`src/rtl/alu_sequencer.sv`:
```
// Multi-cycle control sequencer for the ALU datapath. It walks one instruction
// through operand load, execute and write-back, and routes mul/div results to HI/LO.
module alu_sequencer #(
  parameter int MULDIV_WAIT = 4
) (
  input  logic       clk,
  input  logic       reset,
  input  logic       start,
  input  logic [4:0] opcode,
  input  logic [3:0] ra,
  input  logic [3:0] rb,
  input  logic [3:0] rc,
  output logic       busy,
  output logic       done,
  output logic       err,
  output logic [4:0] alu_op,
  output logic       reg_out_en,
  output logic [3:0] reg_out_sel,
  output logic       y_in,
  output logic       z_in,
  output logic       zlo_out,
  output logic       zhi_out,
  output logic       reg_in_en,
  output logic [3:0] reg_in_sel,
  output logic       lo_in,
  output logic       hi_in
);

  localparam logic [3:0] WAIT_CNT = 4'(MULDIV_WAIT);

  typedef enum logic [2:0] {IDLE, LOAD_Y, EXEC, WB_LO, WB_HI} state_t;

  state_t     state, state_d;
  logic [3:0] cnt, cnt_d;
  logic [4:0] op_q;
  logic [3:0] ra_q, rb_q, rc_q;
  logic       capture, done_d, err_d, muldiv;

  function automatic logic is_legal(input logic [4:0] op);
    return ((op >= 5'd1) && (op <= 5'd11)) || (op == 5'd14) || (op == 5'd15);
  endfunction

  assign muldiv = (op_q == 5'd3) || (op_q == 5'd4);

  always_ff @(posedge clk or posedge reset) begin
    if (reset) begin
      state <= IDLE;
      cnt   <= '0;
      done  <= 1'b0;
      err   <= 1'b0;
      op_q  <= '0;
      ra_q  <= '0;
      rb_q  <= '0;
      rc_q  <= '0;
    end else begin
      state <= state_d;
      cnt   <= cnt_d;
      done  <= done_d;
      err   <= err_d;
      if (capture) begin
        op_q <= opcode;
        ra_q <= ra;
        rb_q <= rb;
        rc_q <= rc;
      end
    end
  end

  always_comb begin
    state_d     = state;
    cnt_d       = cnt;
    capture     = 1'b0;
    done_d      = 1'b0;
    err_d       = 1'b0;
    busy        = (state != IDLE);
    alu_op      = 5'b00000;
    reg_out_en  = 1'b0;
    reg_out_sel = '0;
    y_in        = 1'b0;
    z_in        = 1'b0;
    zlo_out     = 1'b0;
    zhi_out     = 1'b0;
    reg_in_en   = 1'b0;
    reg_in_sel  = '0;
    lo_in       = 1'b0;
    hi_in       = 1'b0;
    case (state)
      IDLE: begin
        if (start) begin
          if (is_legal(opcode)) begin
            capture = 1'b1;
            state_d = LOAD_Y;
          end else begin
            err_d = 1'b1;
          end
        end
      end
      LOAD_Y: begin
        reg_out_en  = 1'b1;
        reg_out_sel = rb_q;
        y_in        = 1'b1;
        // Arm the down-counter so EXEC lasts cnt+1 cycles.
        cnt_d       = muldiv ? WAIT_CNT : 4'd0;
        state_d     = EXEC;
      end
      EXEC: begin
        reg_out_en  = 1'b1;
        reg_out_sel = ra_q;
        alu_op      = op_q;
        if (cnt == 4'd0) begin
          z_in    = 1'b1;
          state_d = WB_LO;
        end else begin
          cnt_d = cnt - 4'd1;
        end
      end
      WB_LO: begin
        zlo_out = 1'b1;
        if (muldiv) begin
          lo_in   = 1'b1;
          state_d = WB_HI;
        end else begin
          reg_in_en  = 1'b1;
          reg_in_sel = rc_q;
          done_d     = 1'b1;
          state_d    = IDLE;
        end
      end
      WB_HI: begin
        zhi_out = 1'b1;
        hi_in   = 1'b1;
        done_d  = 1'b1;
        state_d = IDLE;
      end
      default: state_d = IDLE;
    endcase
  end

endmodule
```
`config.mk`:
```
export PLATFORM = sky130hd
export DESIGN_NAME = alu_sequencer
export DESIGN_NICKNAME = d
export VERILOG_FILES = /design/src/rtl/alu_sequencer.sv
export SDC_FILE = /design/constraint.sdc
export NUM_CORES = 1
export LEC_CHECK = 0
export CORE_MARGIN = 4
export CORE_UTILIZATION = 25
export CTS_BUF_LIST = sky130_fd_sc_hd__clkbuf_2
export DETAILED_ROUTE_END_ITERATION = 16
export GPL_TIMING_DRIVEN = 0
export PLACE_DENSITY = 0.6
export RECOVER_POWER = 100
export SLEW_MARGIN = 20
export SYNTH_ARGS = -nofsm -noshare
export SYNTH_HDL_FRONTEND = slang
export SYNTH_SLANG_ARGS = --single-unit
```
`constraint.sdc`:
```
create_clock -name clk -period 3.2 [get_ports clk]
set_input_delay 0.48 -clock clk [delete_from_list [all_inputs] [get_ports clk]]
set_output_delay 0.48 -clock clk [all_outputs]
set_load 0.02 [all_outputs]
```
* After elaboration in Yosys (flattened, before gate mapping)
Index checks and enable logic that the tools add are counted.
** Storage, ports and cells
- Bits in registers :: 26
- Bits in latches :: 0
- Memory bits (writable) :: 0
- Memory bits (read-only) :: 0
- Input port bits :: 20
- Output and inout bits :: 24
- Word-level logic and storage cells :: 63
- Memories :: 0
** Operators by class
- Add/subtract/negate cells :: 1
- Multipliers :: 0
- Divide/modulo/power cells :: 0
- $lt $le $gt $ge :: 2
- Equality and inequality tests :: 12
- Shifts and indexed selects :: 0
- Muxes and demuxes :: 29
- Bitwise operators :: 0
- Reduce and logical (&&, ||, !) cells :: 11
** Operators by type and width (count)
- two-way mux 1 bit :: 16
- one-hot mux 4 bit (2 select lines) :: 2
- two-way mux 3 bit :: 5
- two-way mux 4 bit :: 3
- one-hot mux 3 bit (4 select lines) :: 1
- == test 5 x 4 -> 1 bit, second input constant :: 2
- inequality test 2 bit, second input constant :: 4
- == test 3 x 2 -> 1 bit, second input constant :: 2
- == test 5 x 2 -> 1 bit, second input constant :: 1
- == test 5 x 3 -> 1 bit, second input constant :: 1
- >= comparator 5 x 1 -> 1 bit, second input constant :: 1
- less-or-equal comparator 5 x 4 -> 1 bit, second input constant :: 1
- two-way mux 5 bit :: 1
- zero test 4 bit :: 1
- subtractor 4 x 1 -> 4 bit, second input constant :: 1
- == test 3 x 1 -> 1 bit, second input constant :: 1
- == test 3 bit, second input constant :: 1
- zero test 3 bit :: 1
- logical OR 1 bit :: 3
- AND reduction 3 bit :: 1
- nonzero test 3 bit :: 1
- one-hot mux 1 bit (2 select lines) :: 1
- AND reduction 2 bit :: 1
- nonzero test 2 bit :: 1
- 2 further kinds :: 2

* Depth between registers and ports, before layout
Gate-level depths: netlist of the first run.
- Depth after elaboration :: 7
- Gate-level depth with buffers :: 6
- Depth with buffers taken out :: 6

* Worst setup path after synthesis of the first run
Ideal clock, no wire load.
- Path kind :: register to output
- From :: reg op_q[1]
- To :: out reg_in_sel[0]
- Arrival time :: 1.451 ns
- Required time :: 2.720 ns
- Setup slack :: 1.269 ns
- Stages on the path, launching flop included :: 5
- Path through :: dfrtp_1 or3b_1 a211oi_2 nor2_1 and2_1
** On the way
- Cells in the longest elaborated chain, start to end :: 4
- Elaborated cells between the ends (all ways) :: 5
** RTL lines
- from (decl) :: RTL line 35 : logic [4:0] op_q;
- from (signal assigned) :: RTL line 61 : op_q <= opcode;
- == test 5 x 2 -> 1 bit / == test 5 x 3 -> 1 bit (equally long branches) :: RTL line 43 : assign muldiv = (op_q == 5'd3) || (op_q == 5'd4);
- logical OR 1 bit * :: RTL line 43
- two-way mux 4 bit * :: RTL line 119 : if (muldiv) begin
- two-way mux 4 bit * :: RTL line 87 : case (state)
- to (decl) :: RTL line 24 : output logic [3:0] reg_in_sel,
Mark *: on every way between the ends. The rest lies on a longest branch, timed or not.

* Worst setup path in the final report of the first run
Same ends and word-level chain as after synthesis.

==> results of run 1 <==
cell type report:
class | count | area, um2
fillers | 489 | 3060
flip-flops and latches | 26 | 651
multi-input cells | 69 | 533
repair buffers | 43 | 430
well taps | 67 | 83.8
clock inverters | 1 | 30.0
plain buffers | 5 | 22.5
inverters | 5 | 18.8
clock buffers | 3 | 15.0
synth_stat cells:
library cell,instances
o21ai_0,4
or3b_1,2
or3_2,1
mux2_2,8
nand3b_1,3
a31oi_1,1
a21oi_2,1
or2_1,1
a211oi_2,1
or3_1,2
inv_1,4
a22o_1,4
clkbuf_1,2
nand2_1,5
nor2_1,3
and2_1,11
and2_2,1
nor3_1,1
nand3_1,2
mux2_4,8
mux2i_1,1
buf_6,1
nor3b_1,2
inv_2,1
nor2_2,1
dfrtp_1,26
nor4_1,1
nand2b_1,1
o31ai_1,1
buf_4,1
a311o_1,1
ha_1,2
buf_12,1
cells by family after synthesis:
kind of cell	share of synthesized area (%)
multiplexers	17.2
flip-flops	50.7
AND/OR/NAND/NOR	17.3
adder cells (fa/ha/maj)	1.95
buffers and inverters	5.07
AO/OA/AOI/OAI	7.81
state kept, by name, indices dropped and copies added, names as in the netlist:
name	cells
state	3
rb_q	4
done	1
rc_q	4
ra_q	4
op_q	5
err	1
cnt	4
through the flow:
| stage | hold WS, ns | utilization [%] |
|---|---|---|
| final | 0.513 | 36.8 |
| after global routing | 0.544 | 36.8 |
| after CTS | 0.520 | 38.0 |
| after detailed placement | 0.492 | 37.1 |
| after global placement | 0.459 | 37.1 |
| after floorplan | 0.439 | - |
worst max-delay path, delay by kind of cell, from the launching register on:
family | cells | cell delay, ns
simple gates | 3 | 0.75
flops | 1 | 0.47
buf+inv | 1 | 0.55
compound gates | 1 | 0.36
power by group through the flow:
stage               registers [mW]  clock network, mW  logic (mW)
floorplan                    0.564                  0       0.525
global placement             0.578                  0       0.810
detailed placement           0.587                  0       0.823
CTS                          0.577              0.214       0.832
global route                 0.596              0.231       0.811
finish                       0.575              0.206       0.739
routing by layer:
metal  track usage, %  up-vias  wire length, um
li1                 -      456                -
met1             12.1      475             1340
met2             14.9       32             1290
met3             3.50        2              196
met4             2.75        0               25
met5                0        -                0
path summary, 6_finish.rpt:
path | end | cells after the start | slack [ns] | startpoint
setup reg to reg | rc_q[1] | 6 | 1.05 | state[2]
hold / removal | cnt[3] | 1 | 0.51 | cnt[3]
setup / recovery | reg_in_sel[0] | 5 | 0.25 | op_q[1]
hold reg to reg | cnt[3] | 1 | 0.51 | cnt[3]
max in group asynchronous | cnt[0] | 2 | 1.86 | reset
min in group asynchronous | rc_q[3] | 2 | 0.76 | reset
==> results by group, run 1 <==
Final layout
  • Layout area overhead: 39.1%
  • Most common cell after layout, fill and taps aside: clkdlybuf4s50_1
  • Fin cells: 219
  • Most frequent cells in the layout: clkdlybuf4s50_1 (30), dfrtp_1 (26), dlygate4sd3_1 (13)
  • Final Cell Area: 1780 um2
  • Layout cells sized above 1: 11.2%
  • # nets final: 175
  • Ant. Diodes: 0

STA
  • Crit path time final: 2.95 ns
  • Final setup vio count: 0
  • Final hold violations: 0
  • Slew HR: 33.9%
  • Slew @ Worst Pin: 0.991 ns
  • Period Utilization, post-route: 92.1%
  • RSZ-0062 raised after global routing: false
  • Post-Route Skew: 0.00337 ns
  • Final WS setup: 0.254 ns
  • Final TNS setup: 0 ns
  • Fmax achieved: 0.339 GHz
  • Max-slew violations: 0

Detailed routing
  • DR DRC count: 0
  • Routed WL per cell: 13.0 um
  • DR pass1 iterations: 3
  • DRT antenna net count: 0
  • Vias/cell: 4.41
  • DR iter-0 viols: 19
  • Routed via count: 965
  • Drt total wl: 2850 um

Floorplan
  • Std cell rows: 25
  • Die height: 79.6 um
  • Core area: 4850 um2
  • Chip Width: 79.6 um
  • Initial core utilization: 26.5%
  • Die ar.: 6340 um2
  • # IOs: 44

Global route
  • First-pass GRT wire length: 4770 um
  • Global Route Usage Sum: 9.50%
  • Overflow left after global routing: 0
  • Vias in the first global route: 1,084
  • Initial antenna violation count: 0
  • Largest net degree at the start of global routing: 27

Critical path
  • Worst-path cell chain: or3b_1 -> a211oi_2 -> nor2_1 -> and2_0 -> clkdlybuf4s50_1
  • Worst setup SP type: flop
  • WP data required: 2.72 ns
  • Peak fanout along the critical path: 6
  • CP max stage delay: 0.55 ns
  • Worst setup path category: flop to primary output
  • CP Capture Type: primary output
  • Worst path slowest cell: clkdlybuf4s50_1
  • WP data arrival: 2.47 ns

Yosys
  • #FFs+latches synth: 26
  • Synth top area share: 50.7%
  • Gate Count Post-Synth: 105
  • Post-synthesis sequential area ratio: 50.7%
  • YS warnings: 0
  • Area leader, netlist: dfrtp_1
  • Yosys cell types: 33
  • Syn avg cell area: 12.2 um2
  • Synth area leaders: dfrtp_1 (51%), mux2_4 (9.4%), mux2_2 (7.0%)
  • Mapped cell area: 1280 um2
  • Mapped Nets: 127

CTS
  • Hold-fix buffers, CTS: 0
  • Htree depth: 1
  • CTS buffer count: 3
  • Postcts setup bufs: 0
  • Worst-case clock buffer depth: 2
  • Root Buffer: clkbuf_2
  • CTS sink count: 26
  • Cts repair resizes: 0
  • CTS tree: yes
  • Clock latency on the worst-skew pair: 0.35 ns
  • Clock Pin Slew Worst Setup and Hold Paths: 0.24 ns

Placement
  • Cell count after placement: 215
  • Pre-CTS setup slack: 0.680 ns
  • Post-Place Cell Area: 1800 um2
  • Port Buf Inserts: 43
  • RePlAce Congestion: 0.757
  • Detailed placement HPWL: 2230 um

Job
  • Max Cap Viol: 0

Worst hold path
  • Hold Crit Class: flop to flop

Power and ir drop
  • Max rail drop VDD: 368 uV
  • Sequential share of power: 37.8%
  • Tot Pwr: 1.52 mW
  • Pwr per Cell Area: 852 nW/um2
  • Switch Pwr: 576 uW
  • Internal: 945 uW
  • Sw Share: 37.9%
  • Leakage: 0.779 nW
  • Combinational fraction of design power: 48.6%
  • Clock power frac: 13.6%

Run status
  • Status: finished, final reports clean
Power figures use the tool's default switching activity.
==> run 2, diff against run 1 <==
--- a/config.mk
+++ b/config.mk
@@ -7,7 +7,6 @@
 export LEC_CHECK = 0
 export CORE_MARGIN = 4
 export CORE_UTILIZATION = 25
-export CTS_BUF_LIST = sky130_fd_sc_hd__clkbuf_2
 export DETAILED_ROUTE_END_ITERATION = 16
 export GPL_TIMING_DRIVEN = 0
 export PLACE_DENSITY = 0.6
==> run 2 against run 1 <==
Compared with the run above:
- global-route usage decreased by 0.12 points
- combinational power shrank 3.1%
- count of clock-buffer cells in the layout is the same
- critical path type unchanged
- largest cell class unchanged
- largest power group unchanged
==> results by group, run 2 (synthesis results as in run 1) <==
Worst hold path
  • Worst hold stages: 1
  • Hold Crit Class: flop to flop

Final layout
  • Layout cells sized above 1: 11.2%
  • Biggest register: op_q
  • Most frequent cells in the layout: dfrtp_1 (26), dlygate4sd3_1 (26), clkdlybuf4s50_1 (17), and2_1 (11)
  • # nets final: 175
  • Share of the core filled with cells: 37.3%
  • Layout area overhead: 41.2%
  • Ant. Diodes: 0
  • Largest register FFs: 5

Floorplan
  • Die ar.: 6340 um2
  • # IOs: 44
  • Initial core utilization: 26.5%
  • Chip Width: 79.6 um
  • Std cell rows: 25
  • Core area: 4850 um2
  • Die height: 79.6 um

CTS
  • Cts repair resizes: 0
  • Clock latency on the worst-skew pair: 0.26 ns
  • CTS sink count: 26
  • Clock Pin Slew Worst Setup and Hold Paths: 0.09 ns
  • Root Buffer: clkbuf_8
  • CTS tree: yes
  • Htree depth: 1
  • CTS buffer count: 3
  • Postcts setup bufs: 0
  • Worst-case clock buffer depth: 2
  • Hold-fix buffers, CTS: 0

Run status
  • Status: finished, final reports clean

Power and ir drop
  • Pwr per Cell Area: 862 nW/um2
  • Leakage: 0.833 nW
  • Tot Pwr: 1.56 mW
  • Max rail drop VDD: 362 uV

Placement
  • RePlAce Congestion: 0.757
  • Detailed placement HPWL: 2230 um
  • Pre-CTS setup slack: 0.680 ns
  • Port Buf Inserts: 43

Global route
  • Overflow left after global routing: 0
  • First-pass GRT wire length: 4760 um
  • Vias in the first global route: 1,088
  • Largest net degree at the start of global routing: 27
  • Initial antenna violation count: 0
  • Global Route Usage Sum: 9.38%

Detailed routing
  • Drt total wl: 2840 um
  • DR iter-0 viols: 22
  • Routed via count: 955
  • DR pass1 iterations: 3
  • DR DRC count: 0
  • DRT antenna net count: 0
  • Routed WL per cell: 13.0 um
  • Vias/cell: 4.36

Critical path
  • CP top delay family: simple AND/OR/NAND/NOR gates
  • Reg2reg setup slack: 1.06 ns
  • CP Capture Type: primary output
  • WP data arrival: 2.43 ns
  • WP buf/inv: 1
  • Worst setup path category: flop to primary output
  • WP depth: 5
  • WP data required: 2.72 ns
  • R2R depth: 6
  • CP max stage delay: 0.65 ns
  • Worst setup SP type: flop
  • Worst-path cell chain: or3b_1 -> a211oi_2 -> nor2_1 -> and2_1 -> dlygate4sd3_1
  • Worst path slowest cell: dlygate4sd3_1
  • Peak fanout along the critical path: 6

STA
  • Slew HR: 33.8%
  • Final setup vio count: 0
  • Final WS setup: 0.293 ns
  • Fmax achieved: 0.344 GHz
  • Period Utilization, post-route: 90.8%
  • Post-Route Skew: 0.000503 ns
  • Slew @ Worst Pin: 0.992 ns
  • Max-slew violations: 0
  • RSZ-0062 raised after global routing: false
  • Final hold violations: 0
  • Crit path time final: 2.91 ns
  • Final TNS setup: 0 ns

Job
  • Max Cap Viol: 0
==> run 2: cell types whose count changed in the layout (fill, tap and decap cells not counted) <==
cell | previous run | this run
clkdlybuf4s50_1 | 30 | 17
dlygate4sd3_1 | 13 | 26
and2_0 | 8 | 0
and2_1 | 3 | 11
clkbuf_2 | 3 | 0
clkbuf_8 | 0 | 3
==> run 2: per-layer routing <==
| layer | routed length [um] | vias to the layer above | share of wire, % | global-route usage (%) |
|---|---|---|---|---|
| met5 | 0 | - | 0 | 0 |
| met4 | 25 | 0 | 0.88 | 2.75 |
| met3 | 205 | 2 | 7.2 | 2.82 |
| met2 | 1280 | 32 | 45 | 14.8 |
| met1 | 1330 | 465 | 47 | 12.3 |
| li1 | - | 456 | - | - |
==> run 2: per-stage QoR <==
stage	instances	hold slack [ns]	cell area (um2)
after floorplan	105	0.439	1280
after global placement	215	0.459	1800
after detailed placement	215	0.492	1800
after CTS	219	0.505	1870
after global routing	219	0.512	1810
final	219	0.499	1810
==> run 2: final timing paths <==
kind / start / end
setup reg to reg: state[2] / rc_q[1]
setup / recovery: op_q[1] / reg_in_sel[0]
min in group asynchronous: reset / rc_q[3]
hold reg to reg: cnt[3] / cnt[3]
max in group asynchronous: reset / cnt[0]
hold / removal: cnt[3] / cnt[3]
==> run 2: final cells by class <==
class	count	area, um2
Clock buffer	3	41.3
Timing Repair Buffer	43	430
Clock inverter	1	30.0
Buffer	5	22.5
Sequential cell	26	651
Fill cell	483	3040
Tap cell	67	83.8
Inverter	5	18.8
Multi-Input combinational cell	69	533
==> run 2: where the power goes <==
part | internal (mW) | total, mW | switching (mW)
clock | 0.167 | 0.269 | 0.102
sequential | 0.475 | 0.575 | 0.0998
combinational | 0.345 | 0.716 | 0.371
==> run 3, diff against run 2 <==
--- a/config.mk
+++ b/config.mk
@@ -11,7 +11,6 @@
 export GPL_TIMING_DRIVEN = 0
 export PLACE_DENSITY = 0.6
 export RECOVER_POWER = 100
-export SLEW_MARGIN = 20
 export SYNTH_ARGS = -nofsm -noshare
 export SYNTH_HDL_FRONTEND = slang
 export SYNTH_SLANG_ARGS = --single-unit
==> results of run 3 <==
The final DEF is identical to that of run 2; final timing and power are the same.
